===== src/rtl/cpu_control_unit_if.sv =====
// cpu_control_unit_if: control-unit <-> datapath bundle; master is the sequencer, slave the datapath side.
interface cpu_control_unit_if #(
    parameter int CNT_W = 16
);
    logic             start;
    logic             step;
    logic [3:0]       IRCU;
    logic [7:0]       Ans;
    logic             A_select;
    logic             B_select;
    logic             Aload;
    logic             Bload;
    logic             ANSload;
    logic [1:0]       select_mode;
    logic             IRload;
    logic             PCload;
    logic [1:0]       JSM;
    logic             busy;
    logic             halted;
    logic             illegal;
    logic [CNT_W-1:0] instr_count;

    modport master (
        input  start, step, IRCU, Ans,
        output A_select, B_select, Aload, Bload, ANSload, select_mode,
               IRload, PCload, JSM, busy, halted, illegal, instr_count
    );

    modport slave (
        output start, step, IRCU, Ans,
        input  A_select, B_select, Aload, Bload, ANSload, select_mode,
               IRload, PCload, JSM, busy, halted, illegal, instr_count
    );
endinterface


===== src/rtl/cpu_control_unit.sv =====
// cpu_control_unit: multi-cycle fetch/load/decode/execute sequencer for the 8-bit accumulator CPU.
// Define CU_SINGLE_STEP_EN to park in STEPWAIT after every non-HLT instruction until step is raised.
module cpu_control_unit #(
    parameter int ROM_WAIT = 1,
    parameter int CNT_W    = 16
) (
    input logic                Clk,
    input logic                Reset,
    cpu_control_unit_if.master bus
);
    typedef enum logic [2:0] {IDLE, FETCH, LOAD, DECODE, EXEC, HALT, STEPWAIT} state_t;

    state_t           state;
    state_t           exec_next;
    logic [2:0]       wait_cnt;
    logic [3:0]       op_q;
    logic             illegal_q;
    logic [CNT_W-1:0] count_q;
    logic             in_exec;
    logic             take_jump;
    logic             take_mode;

`ifdef CU_SINGLE_STEP_EN
    assign exec_next = (op_q == 4'hF) ? HALT : STEPWAIT;
`else
    assign exec_next = (op_q == 4'hF) ? HALT : FETCH;
`endif

    // Sequencer state, ROM wait counter, latched opcode, sticky illegal flag and retire count
    always_ff @(posedge Clk or negedge Reset) begin
        if (!Reset) begin
            state     <= IDLE;
            wait_cnt  <= 3'd0;
            op_q      <= 4'h0;
            illegal_q <= 1'b0;
            count_q   <= '0;
        end else begin
            if (state != FETCH) wait_cnt <= 3'(ROM_WAIT - 1);
            case (state)
                IDLE, HALT: if (bus.start) state <= FETCH;
                FETCH: begin
                    if (wait_cnt == 3'd0) state <= LOAD;
                    else wait_cnt <= wait_cnt - 3'd1;
                end
                LOAD: state <= DECODE;
                DECODE: begin
                    op_q      <= bus.IRCU;
                    illegal_q <= illegal_q | (bus.IRCU inside {[4'hC:4'hE]});
                    state     <= EXEC;
                end
                EXEC: begin
                    if (count_q != '1) count_q <= count_q + 1'b1;
                    state <= exec_next;
                end
                STEPWAIT: if (bus.step) state <= FETCH;
                default: state <= IDLE;
            endcase
        end
    end

    // Datapath controls decoded from registered state and opcode; everything idles outside LOAD/EXEC
    always_comb begin
        in_exec         = state == EXEC;
        take_jump       = in_exec && (op_q == 4'h9 || (op_q == 4'hA && bus.Ans == 8'h00));
        take_mode       = in_exec && op_q == 4'hB;
        bus.A_select    = in_exec && op_q == 4'h7;
        bus.B_select    = in_exec && op_q == 4'h8;
        bus.Aload       = in_exec && (op_q == 4'h1 || op_q == 4'h7);
        bus.Bload       = in_exec && (op_q == 4'h2 || op_q == 4'h8);
        bus.ANSload     = in_exec && op_q inside {[4'h3:4'h6]};
        bus.select_mode = bus.ANSload ? op_q[1:0] + 2'd1 : 2'b00;
        bus.IRload      = state == LOAD;
        bus.PCload      = state == LOAD || take_jump || take_mode;
        bus.JSM         = take_jump ? 2'b01 : take_mode ? 2'b10 : 2'b00;
    end

    assign bus.busy        = state inside {FETCH, LOAD, DECODE, EXEC, STEPWAIT};
    assign bus.halted      = state == HALT;
    assign bus.illegal     = illegal_q;
    assign bus.instr_count = count_q;
endmodule

===== src/flat_wrapper.sv =====
// flat-port wrapper written by rule: the top's interface ports become plain ports
module cpu_control_unit_flat 
#(
    parameter int ROM_WAIT = 1,
    parameter int CNT_W    = 16
)
  (Clk, Reset, bus_start, bus_step, bus_IRCU, bus_Ans, bus_A_select, bus_B_select, bus_Aload, bus_Bload, bus_ANSload, bus_select_mode, bus_IRload, bus_PCload, bus_JSM, bus_busy, bus_halted, bus_illegal, bus_instr_count);
  cpu_control_unit_if #(.CNT_W(CNT_W)) bus_i ();
  input logic Clk;
  input logic Reset;
  input wire logic [$bits(bus_i.start)-1:0] bus_start;
  input wire logic [$bits(bus_i.step)-1:0] bus_step;
  input wire logic [$bits(bus_i.IRCU)-1:0] bus_IRCU;
  input wire logic [$bits(bus_i.Ans)-1:0] bus_Ans;
  output wire logic [$bits(bus_i.A_select)-1:0] bus_A_select;
  output wire logic [$bits(bus_i.B_select)-1:0] bus_B_select;
  output wire logic [$bits(bus_i.Aload)-1:0] bus_Aload;
  output wire logic [$bits(bus_i.Bload)-1:0] bus_Bload;
  output wire logic [$bits(bus_i.ANSload)-1:0] bus_ANSload;
  output wire logic [$bits(bus_i.select_mode)-1:0] bus_select_mode;
  output wire logic [$bits(bus_i.IRload)-1:0] bus_IRload;
  output wire logic [$bits(bus_i.PCload)-1:0] bus_PCload;
  output wire logic [$bits(bus_i.JSM)-1:0] bus_JSM;
  output wire logic [$bits(bus_i.busy)-1:0] bus_busy;
  output wire logic [$bits(bus_i.halted)-1:0] bus_halted;
  output wire logic [$bits(bus_i.illegal)-1:0] bus_illegal;
  output wire logic [$bits(bus_i.instr_count)-1:0] bus_instr_count;
  assign bus_i.start = bus_start;
  assign bus_i.step = bus_step;
  assign bus_i.IRCU = bus_IRCU;
  assign bus_i.Ans = bus_Ans;
  assign bus_A_select = bus_i.A_select;
  assign bus_B_select = bus_i.B_select;
  assign bus_Aload = bus_i.Aload;
  assign bus_Bload = bus_i.Bload;
  assign bus_ANSload = bus_i.ANSload;
  assign bus_select_mode = bus_i.select_mode;
  assign bus_IRload = bus_i.IRload;
  assign bus_PCload = bus_i.PCload;
  assign bus_JSM = bus_i.JSM;
  assign bus_busy = bus_i.busy;
  assign bus_halted = bus_i.halted;
  assign bus_illegal = bus_i.illegal;
  assign bus_instr_count = bus_i.instr_count;
  cpu_control_unit #(.ROM_WAIT(ROM_WAIT), .CNT_W(CNT_W)) u_core (.Clk(Clk), .Reset(Reset), .bus(bus_i));
endmodule

===== config.mk =====
export PLATFORM = sky130hd
export DESIGN_NAME = cpu_control_unit_flat
export DESIGN_NICKNAME = d
export VERILOG_FILES = /design/src/rtl/cpu_control_unit_if.sv /design/src/rtl/cpu_control_unit.sv /design/src/flat_wrapper.sv
export SDC_FILE = /design/constraint.sdc
export NUM_CORES = 1
export LEC_CHECK = 0
export ABC_AREA = 1
export CORE_ASPECT_RATIO = 0.75
export CORE_MARGIN = 2
export CORE_UTILIZATION = 50
export CTS_CLUSTER_DIAMETER = 30
export CTS_CLUSTER_SIZE = 14
export DETAILED_ROUTE_END_ITERATION = 8
export GPL_TIMING_DRIVEN = 0
export PLACE_DENSITY = 0.8
export SYNTH_ARGS = -nofsm -noshare
export SYNTH_HDL_FRONTEND = slang
export SYNTH_SLANG_ARGS = --single-unit

===== constraint.sdc =====
create_clock -name Clk -period 2.4 [get_ports Clk]
set_clock_uncertainty 0.1 [all_clocks]
set_input_delay 0.48 -clock Clk [delete_from_list [all_inputs] [get_ports Clk]]
set_output_delay 0.48 -clock Clk [all_outputs]
set_load 0.02 [all_outputs]

==> run metrics <==
setup TNS 0 ps; Sw Share 41.98%; final setup violation count 0; origin of the worst setup path u_core.state[1]; Ys Warns 0; die width 71.96 um; placement row count 18; pin count of the biggest net entering global routing 28; Port Buffer Count 45; cts bufs inserted 3; crit-path cells buf_4 > nor3_1 > clkdlybuf4s50_1; P_int 1.032 mW; CP Launch Type register; data required time of the critical path 1820 ps; slew margin rel. 20.60%; Tot GR Track Use 22.27%; CTS tree done; core area 3311 sq um; Leak 1.080 nW; via count 1,699; Netlist cell types 24; Seq pwr share 37.9%; synthesized instance count 245; fin cells 340; # fillers 304; post-DP HPWL 3072 um; Worst path max stage delay 630 ps; routed len/inst 11.70 um; Nets 324; gp weighted congestion 0.7978; Clk pwr share 14.5%; ANT cells 0; sequential area share after synthesis 39.02%; Hold Worst Slack 383.0 ps; Die Y 54.97 um; slew of the pin with the lowest slew margin 1187 ps; Worst Path Arrival 1720 ps; wirelength, routed 3977 um; Ports 46; Worst-path clk slew 90 ps; commonest non-fill, non-tap cell in the layout nand2_1; startpoint of the worst hold path u_core.bus.illegal; layout cells sized above 1 9.667%; CP Class reg2out; global-route wire length before repair 6768 um; fin area 2337 sq um; Slew Limit Fails 0; clk root buf clkbuf_8; DRC 0; mean cell area of the mapped netlist 7.068 sq um; footprint of the multi-input gates 955.9 sq um; total power 1.779 mW; # placed instances 330; total gr overflow 0; Crit. End Element output pin; P_sw 746.8 uW; post-synthesis register bit count 27; clock latency on the worst-skew pair 270 ps; worst-case clock buffer depth 2; vias in the first global route 1,506; Syn Nets 268; PD cells 761.1 nW/um^2; Final ANT Viol Nets 0; Vias/cell 4.997; reg2reg start u_core.bus.instr_count[0]; Final Cycle Share 95.89%; cell area after synthesis 1732 sq um; Final Hold Viols 0; area grow syn2layout 34.97%; CTS Sinks 27; Placed Area 2232 sq um; fin crit period 2301 ps; status completed; worst vdd ir 0.5587 mV; TritonRoute pass-1 iters 4; die area 3955 sq um; maxcap violations 0; Max Clk Rate 434.5 MHz; H-tree levels 1; Starting DRT DRC Count 126; initial antenna violation count 0; Comb pwr share 47.6%; register area 679.4 sq um; most frequent cells in the layout nand2_1, clkdlybuf4s50_1, nor2_1, inv_1, dfrtp_1; slowest stage cell, crit path clkdlybuf4s50_1; crit-path max FO 4; Starting Density 52.31%; Worst Hold Class reg2reg
## path summary, 6_finish.rpt
check	slack, ps	end	cells after the start
setup / recovery	100	bus_halted	3
hold / removal	380	u_core.bus.illegal	1
setup reg to reg	470	u_core.bus.instr_count[1]	8
hold reg to reg	380	u_core.bus.illegal	1
max in group asynchronous	680	u_core.state[2]	1
min in group asynchronous	730	u_core.bus.instr_count[15]	1
## power by group through the flow
stage                     Clock [mW]  Sequential (mW)  Combinational (mW)
after floorplan                    0            0.712               0.446
after global placement             0            0.683               0.756
after detailed placement           0            0.683               0.772
after CTS                      0.266            0.678               0.773
after global routing           0.285            0.695               0.948
final                          0.258            0.674               0.847
## kinds of logic (layout without fill, tap and decap cells)
group / Yosys count / after routing / share of synthesized area [%]
DFF: 27 / 27 / 39.02
xor gates and xnor gates: 8 / 8 / 4.046
buffers and inverters: 30 / 85 / 7.370
AOI/OAI and AO/OA: 29 / 29 / 9.032
and+or+nand+nor: 144 / 144 / 35.48
adders and majority gates: 7 / 7 / 5.058
## through the flow
| stage | setup slack [ps] | utilization (%) |
|---|---|---|
| after floorplan | 308.9 | - |
| after global placement | -279.2 | 67.42 |
| after detailed placement | -317.0 | 67.42 |
| after CTS | -205.9 | 68.75 |
| after global routing | -10.67 | 70.60 |
| final | 98.67 | 70.60 |
## per-layer routing
| layer | vias up | share of wire (%) | track usage [%] |
|---|---|---|---|
| met3 | 4 | 4.5 | 3.986 |
| met5 | - | 0 | 0 |
| met1 | 768 | 48 | 30.34 |
| met4 | 0 | 0.93 | 4.403 |
| li1 | 887 | - | - |
| met2 | 40 | 46 | 38.12 |
## repair_timing
action | 4_1_cts | 5_1_grt
hold buffers | 0 | 0
setup endpoints to repair | 12 | 6
setup buffers | 0 | 6
resized for setup | 17 | 11
pin swaps | 0 | 1
hold endpoints to repair | 0 | 0
## worst max-delay path: cells and delay by family, from the launching register on
kind,cells,cell delay (ps)
buffers and inverters,2,800
flip-flops,1,480
AND/OR/NAND/NOR,1,170
## cell usage after synthesis (all sizes together)
cell type	count	area share, %
inv	27	6.0
nand2	85	18
nand3	14	4.0
a31oi	1	0.36
nand4	6	2.2
o22ai	1	0.36
dfrtp	27	39
o21bai	2	0.87
buf	3	1.4
o21ai	20	6.0
nor3	4	1.4
ha	7	5.1
xnor2	8	4.0
nor2	35	9.4
a21oi	5	1.4
## cell type report
type / count / share of cell area [%]
clock buffers: 4 / 1.927
repair buffers: 51 / 20.50
multi-input cells: 188 / 40.90
plain buffers: 3 / 1.017
inverters: 27 / 4.443
well taps: 40 / 2.141
flip-flops and latches: 27 / 29.07
## registers in the layout, summed over array words and instances (netlist names)
name and flops:
u_core.bus.illegal 1, u_core.wait_cnt 3, u_core.bus.instr_count 16, u_core.state 3
u_core.op_q 4
No activity file was read; power rests on OpenSTA's default activity.
